--- src/rtl/qdr_multiport_arbiter.sv ---
// Round-robin burst arbiter sharing one QDR controller between NUM_PORTS fabric ports and a backdoor,
// with a read-tag FIFO for return routing. Define QDR_ARB_STATS_EN to build the arb_stall_cnt statistic.
module qdr_multiport_arbiter #(
  parameter int NUM_PORTS      = 2,
  parameter int QDR_ADDR_WIDTH = 21,
  parameter int QDR_DATA_WIDTH = 36,
  parameter int QDR_BW_WIDTH   = 2,
  parameter int MAX_BURST      = 16,
  parameter int TAG_AW         = 4
) (
  input  logic                                      qdr_clk,
  input  logic                                      qdr_rst_n,
  input  logic [NUM_PORTS*32-1:0]                   slave_addr,
  input  logic [NUM_PORTS-1:0]                      slave_wr_strb,
  input  logic [NUM_PORTS*2*QDR_DATA_WIDTH-1:0]     slave_wr_data,
  input  logic [NUM_PORTS*2*QDR_BW_WIDTH-1:0]       slave_wr_be,
  input  logic [NUM_PORTS-1:0]                      slave_rd_strb,
  output logic [NUM_PORTS-1:0]                      slave_ack,
  output logic [2*QDR_DATA_WIDTH-1:0]               slave_rd_data,
  output logic [NUM_PORTS-1:0]                      slave_rd_dvld,
  input  logic                                      disable_fabric,
  input  logic                                      backdoor_req,
  input  logic                                      backdoor_r,
  input  logic                                      backdoor_w,
  input  logic [31:0]                               backdoor_addr,
  input  logic [2*QDR_DATA_WIDTH-1:0]               backdoor_d,
  input  logic [2*QDR_BW_WIDTH-1:0]                 backdoor_be,
  output logic                                      backdoor_ack,
  output logic [2*QDR_DATA_WIDTH-1:0]               backdoor_q,
  output logic                                      backdoor_qvld,
  output logic [QDR_ADDR_WIDTH-1:0]                 master_addr,
  output logic                                      master_wr_strb,
  output logic                                      master_rd_strb,
  output logic [2*QDR_DATA_WIDTH-1:0]               master_wr_data,
  output logic [2*QDR_BW_WIDTH-1:0]                 master_wr_be,
  input  logic [2*QDR_DATA_WIDTH-1:0]               master_rd_data,
  input  logic                                      master_rd_dvld,
  output logic                                      tag_err,
  output logic [31:0]                               arb_stall_cnt
);
  localparam int D     = 2*QDR_DATA_WIDTH;
  localparam int B     = 2*QDR_BW_WIDTH;
  localparam int A     = QDR_ADDR_WIDTH;
  localparam int OW    = (NUM_PORTS > 1) ? $clog2(NUM_PORTS) : 1;
  localparam int TW    = $clog2(NUM_PORTS+1);
  localparam int BCW   = (MAX_BURST > 1) ? $clog2(MAX_BURST) : 1;
  localparam int DEPTH = 1 << TAG_AW;

  typedef enum logic [1:0] {PORT, BD, BD_WAIT} arb_state_t;

  arb_state_t        arb_state, arb_state_nxt;
  logic [OW-1:0]     owner, owner_nxt;
  logic [BCW-1:0]    burst, burst_nxt;

  logic [TW-1:0]     tag_mem [DEPTH];
  logic [TAG_AW-1:0] wr_ptr, rd_ptr;
  logic [TAG_AW:0]   count;
  logic              full, empty, push, pop;
  logic [TW-1:0]     head, push_tag;

  logic [NUM_PORTS-1:0] req, ack;
  logic              port_slot, owner_req, owner_wr, owner_rd;
  logic [A-1:0]      owner_addr;
  logic [D-1:0]      owner_data;
  logic [B-1:0]      owner_be;
  logic              other_found;
  logic [OW-1:0]     next_other;
  logic              unused_addr_bits;

  assign req   = (slave_wr_strb & {NUM_PORTS{~disable_fabric}}) | slave_rd_strb;
  assign full  = count[TAG_AW];
  assign empty = (count == '0);

  always_comb begin
    owner_addr = '0;
    owner_data = '0;
    owner_be   = '0;
    owner_wr   = 1'b0;
    owner_rd   = 1'b0;
    owner_req  = 1'b0;
    for (int unsigned i = 0; i < NUM_PORTS; i++) begin
      if (owner == OW'(i)) begin
        owner_addr = slave_addr[i*32 +: A];
        owner_data = slave_wr_data[i*D +: D];
        owner_be   = slave_wr_be[i*B +: B];
        owner_wr   = slave_wr_strb[i] & ~disable_fabric;
        owner_rd   = slave_rd_strb[i];
        owner_req  = req[i];
      end
    end
  end

  // First requesting port strictly after the owner in circular order.
  always_comb begin
    other_found = 1'b0;
    next_other  = owner;
    for (int unsigned k = 1; k < NUM_PORTS; k++) begin
      for (int unsigned i = 0; i < NUM_PORTS; i++) begin
        if (!other_found && req[i] && (i == (32'(owner) + k) % NUM_PORTS)) begin
          other_found = 1'b1;
          next_other  = OW'(i);
        end
      end
    end
  end

  always_comb begin
    arb_state_nxt = arb_state;
    owner_nxt     = owner;
    burst_nxt     = burst;
    unique case (arb_state)
      PORT: begin
        if (backdoor_req && !full) begin
          arb_state_nxt = BD;
        end else if (other_found && (!owner_req || burst == BCW'(MAX_BURST-1))) begin
          owner_nxt = next_other;
          burst_nxt = '0;
        end else if (owner_req && !full && burst != BCW'(MAX_BURST-1)) begin
          burst_nxt = burst + 1'b1;
        end
      end
      BD: arb_state_nxt = BD_WAIT;
      BD_WAIT: begin
        arb_state_nxt = PORT;
        if (other_found) owner_nxt = next_other;
        burst_nxt = '0;
      end
      default: arb_state_nxt = PORT;
    endcase
  end

  // Reset gating keeps acks and strobes low while reset is held, whatever the inputs do.
  assign port_slot    = qdr_rst_n && (arb_state == PORT) && !full;
  assign backdoor_ack = qdr_rst_n && (arb_state == BD);

  for (genvar i = 0; i < NUM_PORTS; i++) begin : g_port
    assign ack[i]           = port_slot && (owner == OW'(i));
    assign slave_rd_dvld[i] = pop && (head == TW'(i));
  end
  assign slave_ack = ack;

  assign master_wr_strb = (owner_wr && port_slot) || (backdoor_w && backdoor_ack);
  assign master_rd_strb = (owner_rd && port_slot) || (backdoor_r && backdoor_ack);
  assign master_addr    = (arb_state == PORT) ? owner_addr : backdoor_addr[A-1:0];
  assign master_wr_data = (arb_state == PORT) ? owner_data : backdoor_d;
  assign master_wr_be   = (arb_state == PORT) ? owner_be   : backdoor_be;

  assign push     = master_rd_strb;
  assign push_tag = (arb_state == BD) ? TW'(NUM_PORTS) : TW'(owner);
  assign pop      = master_rd_dvld && !empty;
  assign head     = tag_mem[rd_ptr];

  assign backdoor_qvld = pop && (head == TW'(NUM_PORTS));
  assign slave_rd_data = master_rd_data;
  assign backdoor_q    = master_rd_data;

  assign unused_addr_bits = ^{backdoor_addr, slave_addr};

  always_ff @(posedge qdr_clk) begin
    if (push) tag_mem[wr_ptr] <= push_tag;
  end

  always_ff @(posedge qdr_clk or negedge qdr_rst_n) begin
    if (!qdr_rst_n) begin
      arb_state <= PORT;
      owner     <= '0;
      burst     <= '0;
      wr_ptr    <= '0;
      rd_ptr    <= '0;
      count     <= '0;
      tag_err   <= 1'b0;
    end else begin
      arb_state <= arb_state_nxt;
      owner     <= owner_nxt;
      burst     <= burst_nxt;
      if (push) wr_ptr <= wr_ptr + 1'b1;
      if (pop)  rd_ptr <= rd_ptr + 1'b1;
      if (push && !pop)      count <= count + 1'b1;
      else if (pop && !push) count <= count - 1'b1;
      if (master_rd_dvld && empty) tag_err <= 1'b1;
    end
  end

`ifdef QDR_ARB_STATS_EN
  logic [31:0] stall_cnt;
  always_ff @(posedge qdr_clk or negedge qdr_rst_n) begin
    if (!qdr_rst_n) begin
      stall_cnt <= '0;
    end else if (|req && !(|(req & ack)) && stall_cnt != '1) begin
      stall_cnt <= stall_cnt + 1'b1;
    end
  end
  assign arb_stall_cnt = stall_cnt;
`else
  assign arb_stall_cnt = '0;
`endif

endmodule

--- config.mk ---
export PLATFORM = sky130hd
export DESIGN_NAME = qdr_multiport_arbiter
export DESIGN_NICKNAME = d
export VERILOG_FILES = /design/src/rtl/qdr_multiport_arbiter.sv
export SDC_FILE = /design/constraint.sdc
export NUM_CORES = 1
export LEC_CHECK = 0
export BUFFER_PORTS_ARGS = -buffer_cell sky130_fd_sc_hd__buf_2
export CAP_MARGIN = 20
export CELL_PAD_IN_SITES_DETAIL_PLACEMENT = 1
export CELL_PAD_IN_SITES_GLOBAL_PLACEMENT = 2
export CORE_AREA = 5 5 267 269
export CTS_BUF_LIST = sky130_fd_sc_hd__clkbuf_4
export DETAILED_ROUTE_END_ITERATION = 12
export DIE_AREA = 0 0 272 274
export PLACE_DENSITY = 0.59
export SLEW_MARGIN = 0
export SYNTH_ARGS = -nofsm -noshare
export SYNTH_HDL_FRONTEND = slang
export SYNTH_SLANG_ARGS = --single-unit
--- constraint.sdc ---
create_clock -name qdr_clk -period 3.8 [get_ports qdr_clk]
set_input_delay 0.57 -clock qdr_clk [delete_from_list [all_inputs] [get_ports qdr_clk]]
set_output_delay 0.57 -clock qdr_clk [all_outputs]
set_load 0.01 [all_outputs]
Word-level counts from Yosys, hierarchy flattened:

Memory sizes are Yosys's and may differ from the RTL's.
Cells that the tools add are included.

* input port bits: 407
* memories: 1
* bits in registers: 21
* bits in writable memories: 32
* logic and storage cells: 99
* output and inout port bits: 282

* add/subtract/negate cells: 6
* reductions and logical operators: 40
* equal/unequal tests: 11
* multiplexer cells: 28
* bitwise logic cells: 6

Memory list
* tag_mem: words 16, bits a word 2, read ports 1, clocked after memory_dff 0, wr ports 1, RTL line 55 `logic [TW-1:0] tag_mem [DEPTH];`

Operators with widths (number)
* $mux W72: 2
* $mux W21: 2
* $logic_not A32 Y1: 1
* $logic_and A1 B1 Y1: 23
* $mux W4: 5
* $add A4 B1 Y4 const B: 3
* $mux W1: 12
* $mux W5: 2
* $ne A2 B2 Y1 const B: 4
* $pmux W4 S2: 1
* $logic_not A1 Y1: 6
* $add A5 B1 Y5 const B: 1
* $logic_not A5 Y1: 1
* $sub A5 B1 Y5 const B: 1
* $eq A2 B1 Y1 const B: 2
* $eq A2 B2 Y1 const B: 2
* $eq A4 B4 Y1 const B: 1
* $logic_not A2 Y1: 2
* $mux W2: 2
* $ne A4 B4 Y1 const B: 1
* $pmux W2 S2: 1
* $reduce_and A4 Y1: 1
* $reduce_bool A2 Y1: 2
* $logic_or A1 B1 Y1: 3
* other kinds (8): 10

Depth between registers and ports, before layout:

Gate-level depths: netlist of the first run.

* depth after elaboration: 13
* depth in mapped cells: 12
* mapped depth without buffers: 11

Least setup slack after synthesis of the first run:

No wires, ideal clock.

* path type: reg-to-reg
* from: register count[4]
* to: register count[4]
* path buffers: 1
* cell stages (with the launch flop): 12
* setup time: 0.079 ns
* period minus slack after synthesis: 2.923 ns
* required time: 3.721 ns
* arrival: 2.844 ns
* slack: 0.877 ns
* cells stage by stage: dfrtp_1 > clkbuf_1 > or4_1 > o21ai_2 > ha_1 > inv_1 > ha_1 > nor2b_1 > o21a_1 > or3_1 > a21oi_1 > xor2_1

* cells in the longest elaborated chain, start to end: 7
* elaborated cells between the ends (all ways): 16
* classes of those cells: 2 x add/sub; 2 x mux; 12 x reduce/logical

Ends and longest elaborated chain
* start, declared: RTL line 57 `logic [TAG_AW:0] count;`
* start signal, assigned: RTL line 178 `if (push && !pop) count <= count + 1'b1;`
* start signal, assigned: RTL line 179 `else if (pop && !push) count <= count - 1'b1;`
* branches (longest 7 deep; another with $sub A5 B1 Y5)

Several ways; the timed one is not identified. The select of a mux whose other input is x is not followed.
A chain may end at the register's enable or synchronous reset.

Worst setup path after layout of the first run:

* from: register rd_ptr[0]
* to: output slave_rd_dvld[1]

* cells in the longest elaborated chain, start to end: 3

Ends and longest elaborated chain
* start, declared: RTL line 56 `logic [TAG_AW-1:0] wr_ptr, rd_ptr;`
* start signal, assigned: RTL line 177 `if (pop) rd_ptr <= rd_ptr + 1'b1;`
* $mem_v2 Z16 W2
* $eq A2 B1 Y1: RTL line 138 `assign slave_rd_dvld[i] = pop && (head == TW'(i));`
* $logic_and A1 B1 Y1: RTL line 138
* end, declared: RTL line 20 `output logic [NUM_PORTS-1:0] slave_rd_dvld,`

No other way between the ends.

==> results.cfg, run 1 <==
[drt]
num_vias = 5886
drt_iter0_markers = 179
drc_errors = 0
routed_wl_um = 33800
wl_per_cell_um = 18.3
highest_layer = met5
drt-met1-wl_um = 12800
route.met3.wl_um = 3970
drtPass1Iterations = 4
postRouteAntennaNets = 0
via_per_inst = 3.19
dr_wl_met2_um = 16500

[critical_path]
critPathArrivalTime_ns = 2.72
r2r.worst_path.cells = 10
reg2reg_to = count[4]
end_kind = primary output
path_max_fanout = 11
startpoint_type = register
reg2reg_slack_ns = 0.81
critPathKind = register to primary output
r2r_start = count[4]
critical_path_required_ns = 3.23

[floorplanning]
die_area_um2 = 74500
dieWidth_um = 272
std_cell_rows = 96
start_util_pct = 8.81
die_h_um = 274
io_pins = 689
fp.coreArea_um2 = 68300

[clocking]
path_clk_slew_ns = 0.16
clock-root-buffer = clkbuf_4
tritoncts = yes
cts_max_level = 2
cts_max_path_buffers = 2
cts_resized = 0
cts_buffers = 5
cts_sinks = 53
cts_setup_buffers = 0
cts_hold_buf = 0
clock_latency_ns = 0.38

[yosys]
synth.most_common_cell = buf_4
yosys-top-cells-count = 176 x buf_4, 109 x nand2_1, 108 x o21ai_0
synthArstFlopShare_pct = 39.6
synth.ff_latch_count = 53
synth_top_cell_area_share_pct = 22.0
yosysTopAreaCell = buf_4
synth_area_per_cell_um2 = 8.39
ys_types = 46
syn_inst = 717
synth_warnings = 0
synth.area.top_cells = buf_4 22%, mux2i_1 17%, edfxtp_1 16%
syn-cell-area_um2 = 6020
seq_area_frac_synth_pct = 24.7
synth_edf_count = 32
ys.flop_type = edfxtp_1

[pwr]
powerDensity_nw_per_um2 = 612
power_mw = 4.87
leakagePower_nw = 3.58
peakVddDrop_v = 0.000545

[placement]
place_congestion = 0.835
hpwl_um = 29900
portBuffers = 407

[global_routing]
grt_max_degree = 98
grt_pass1_wl_um = 46200
grt_overflow = 0
antenna_found_initial = 39
grt_use_total_pct = 8.48
grt_pass1_vias = 6481

[sta]
final_hold_viol_count = 0
fin_tns_setup_ns = 0
rsz0062_at_grt = false
worst_slew_pin_slew_ns = 0.988
finalSetupViolCount = 0
min_period_ns = 3.29
fin_crit_sh_pct = 86.7
clock_skew_ns = 0.0130
maxSlewViolCount = 0
relSlewSlack_pct = 34.1
max_freq_ghz = 0.303

[finish]
syn_to_final_growth_pct = 32.2
layout-drive-gt1-share_pct = 45.6
fin_nets = 1375
fillers = 8309

[run]
cap_violations = 0

[run_status]
status = finished clean

[min_path]
worstHoldPathType = input port to asynchronous set/reset pin
==> sequential cells by signal, summed over array words and instances (netlist names) <==
| register | cells |
|---|---|
| burst | 4 |
| wr_ptr | 4 |
| tag_mem | 32 |
| arb_state | 2 |
| rd_ptr | 4 |
| owner | 1 |
| tag_err | 1 |
| count | 5 |
==> power breakdown <==
part / leakage (nW) / switching (mW) / internal [mW]
clock network: 0.0279 / 0.184 / 0.0798
registers: 0.549 / 0.221 / 0.776
logic: 3.00 / 2.11 / 1.50
total: 3.58 / 2.51 / 2.36
==> per-layer routing <==
metal / track usage [%] / vias to the layer above
met2: 15.3 / 416
met4: 0.805 / 18
met5: 0 / -
li1: - / 2756
met1: 9.45 / 2624
met3: 4.09 / 72
==> cells in the final DEF, fill, tap and decap left out, types with 7 or more instances in the layout <==
cell type	synthesis	routed
nand2_1	109	109
edfxtp_1	32	32
conb_1	1	32
o21ai_0	108	108
ha_1	11	11
nor2_1	20	20
dfrtp_1	21	20
buf_4	176	9
nor2b_1	8	8
mux4_1	8	8
mux2i_1	101	101
buf_2	8	407
a21oi_1	7	7
inv_1	9	9
==> how the worst max path moves through the flow <==
stage	startpoint	end	cells after the start
after floorplan	count[4]	count[4]	11
after global placement	slave_rd_strb[1]	count[4]	12
after detailed placement	slave_rd_strb[1]	count[4]	12
after CTS	rd_ptr[0]	slave_rd_dvld[1]	5
after global routing	rd_ptr[0]	slave_rd_dvld[1]	5
final	rd_ptr[0]	slave_rd_dvld[1]	5
==> cells by family after synthesis <==
group                      Yosys count  share of synthesized area [%]
adders and majority gates           12                           2.62
buffers and inverters              226                           25.6
and+or+nand+nor                    170                           12.5
xor gates and xnor gates            10                           1.46
DFF                                 53                           24.7
other                                1                         0.0623
AOI/OAI and AO/OA                  133                           12.2
muxes                              112                           20.9
==> metrics by stage <==
step / worst slack, ns / std cells / cell area (µm²) / hold slack (ns) / utilization, %
final: 0.505 / 1845 / 7960 / 0.159 / 11.6
after CTS: 0.421 / 1838 / 7930 / 0.156 / 11.6
after global routing: 0.317 / 1839 / 7940 / 0.171 / 11.6
after floorplan: 0.877 / 748 / 6130 / 0.274 / -
after global placement: 0.743 / 1830 / 7870 / 0.438 / 11.5
after detailed placement: 0.781 / 1830 / 7870 / 0.451 / 11.5
==> cell type report <==
class	instances	area [µm²]	share of cell area [%]
inverter	9	33.8	0.425
timing repair buffer	418	2140	27.0
clock buffer	6	45.0	0.566
sequential	53	1490	18.7
antenna	6	15.0	0.189
clock inverter	2	15.0	0.189
tap	882	1100	13.9
multi-input combinational	469	3110	39.1
==> worst max-delay path, cell delays in order, from the launching register on <==
cell	delay, ns
dfrtp_1	0.73
mux4_1	0.63
mux2_2	0.29
or3b_1	0.36
a21oi_1	0.17
buf_2	0.16
(Power assumes the default switching activity.)
==> run 2: changes to the inputs <==
- GPL_TIMING_DRIVEN: not set -> 0
==> run 2 against run 1 <==
Sequential cell count did not move. Design area grew 27%. Global-route usage increased by 2.0 points. Maximum frequency is 4.3% lower. Register-to-register slack got worse by 0.42 ns. Largest cell class is now non-clock buffers. Sequential share of layout area is 4.1 points lower. Total power up 13%. Combinational power increased by 19%. Clock skew is 0.0025 ns higher.
==> results.cfg, run 2 (synthesis results as in run 1) <==
[placement]
place_ws_ns = 0.239
place_congestion = 0.837
hpwl_um = 38200
portBuffers = 551

[sta]
worst_slew_pin_slew_ns = 0.988
final_hold_viol_count = 0
setup_ws_ns = 0.356
fin_tns_setup_ns = 0
max_freq_ghz = 0.290
min_period_ns = 3.44
timing.hold.ws_ns = 0.149
fin_crit_sh_pct = 90.6
maxSlewViolCount = 0
finalSetupViolCount = 0
relSlewSlack_pct = 33.9
clock_skew_ns = 0.0155
rsz0062_at_grt = false

[clocking]
clock_latency_ns = 0.39
clock-root-buffer = clkbuf_4
cts_max_path_buffers = 2
tritoncts = yes
cts_buffers = 5
path_clk_slew_ns = 0.16
cts_setup_buffers = 0
cts_sinks = 53
cts_max_level = 2

[drt]
via_per_inst = 3.29
num_vias = 7227
postRouteAntennaNets = 0
routed_wl_um = 42000
drc_errors = 0
wl_per_cell_um = 19.1
drtPass1Iterations = 4
drt_iter0_markers = 166

[finish]
mostFrequentLayoutCells = 559 x buf_2, 176 x buf_4, 109 x nand2_1, 108 x o21ai_0, 101 x mux2i_1
fin_nets = 1726
layout-drive-gt1-share_pct = 57.8
largest_register_ffs = 32
final_common_cell = buf_2
syn_to_final_growth_pct = 68.5
top_register = tag_mem
fin_util_pct = 14.8
largestRegisters = tag_mem: 32 flops, count: 5 flops

[pwr]
peakVddDrop_v = 0.000224
clkPwrFrac_pct = 6.1
switching_share_pct = 52.3
switching_power_mw = 2.88
powerDensity_nw_per_um2 = 544
p_int_mw = 2.63
leakagePower_nw = 5.07
seqPwrFrac_pct = 15.8
combPwrFrac_pct = 78.1

[critical_path]
slowest_stage = clkbuf_1
critPathArrivalTime_ns = 2.87
max_stage_delay_ns = 0.74
crit_start = owner
end_kind = primary output
cpMostUsedCell = buf_2
startpoint_type = register
cp_cell_sequence = buf_2 > buf_2 > clkbuf_1 > mux2i_1 > o21ai_0 > buf_2
critical_path_required_ns = 3.23
path_max_fanout = 10
r2r_start = count[4]
critPathKind = register to primary output

[global_routing]
antenna_found_initial = 42
grt_pass1_wl_um = 57300
grt_max_degree = 26
grt_use_total_pct = 10.4
grt_overflow = 0
grt_pass1_vias = 8089

[floorplanning]
io_pins = 689
die_h_um = 274
dieWidth_um = 272
fp.coreArea_um2 = 68300
start_util_pct = 8.81
std_cell_rows = 96
die_area_um2 = 74500

[run_status]
status = finished clean

[run]
cap_violations = 0

[min_path]
worstHoldPathType = input port to asynchronous set/reset pin
run 2: cell types whose count changed in the layout (fill, tap and decap cells not counted), moves of 2 or more:
cell | before | now
buf_1 | 0 | 2
buf_6 | 0 | 4
buf_12 | 2 | 0
buf_2 | 407 | 559
diode_2 | 6 | 10
buf_4 | 9 | 176
clkbuf_1 | 0 | 27
clkinvlp_4 | 2 | 0
run 2: power groups by stage:
| stage | Combinational, mW | Clock [mW] | Sequential, mW |
|---|---|---|---|
| after floorplan | 2.52 | 0 | 0.857 |
| after global placement | 4.38 | 0 | 0.879 |
| after detailed placement | 4.46 | 0 | 0.886 |
| after CTS | 4.48 | 0.353 | 0.871 |
| after global routing | 4.78 | 0.369 | 0.886 |
| final | 4.31 | 0.335 | 0.869 |
run 2: timing repair:
item | in CTS | in global routing
gates resized for setup | 0 | 0
endpoints found under the setup margin | 3 | 0
hold buffers | 0 | 0
run 2: cell type report:
cell class / count / area (µm²)
Multi-Input combinational cell: 469 / 3110
Clock inverter: 2 / 38.8
Sequential cell: 53 / 1490
Tap cell: 882 / 1100
Clock buffer: 6 / 45.0
Fill cell: 8391 / 58200
Buffer: 216 / 1500
Timing Repair Buffer: 553 / 2800
Antenna cell: 10 / 25.0
Inverter: 9 / 33.8
run 2: critical path, delay by kind of cell, from the launching register on:
family / cells / cell delay, ns
compound gates: 1 / 0.17
buf+inv: 4 / 1.50
flops: 1 / 0.35
mux: 1 / 0.45
run 2: worst paths after layout:
path / endpoint / slack, ns / cells past startpoint
setup reg to reg: count[4] / 0.39 / 11
max in group asynchronous: burst[1] / 3.25 / 1
hold / removal: tag_err / 0.15 / 1
min in group qdr_clk: tag_err / 0.40 / 2
setup / recovery: master_wr_data[62] / 0.36 / 6
hold reg to reg: tag_err / 0.48 / 1
run 2: metrics by stage:
step	instances	instance area, µm²	total power [mW]
after global routing	2192	10100	6.04
after global placement	2181	10000	5.26
after CTS	2190	10100	5.70
after detailed placement	2183	10000	5.34
after floorplan	748	6130	3.37
final	2200	10100	5.51
run 2: routing by layer:
| layer | global-route usage, % | wire length [µm] | vias up | share of wire (%) |
|---|---|---|---|---|
| li1 | - | - | 3463 | - |
| met1 | 11.1 | 15400 | 3323 | 37 |
| met2 | 20.1 | 22100 | 352 | 53 |
| met3 | 3.84 | 3690 | 71 | 8.8 |
| met4 | 1.41 | 721 | 18 | 1.7 |
| met5 | 0 | 113 | - | 0.27 |
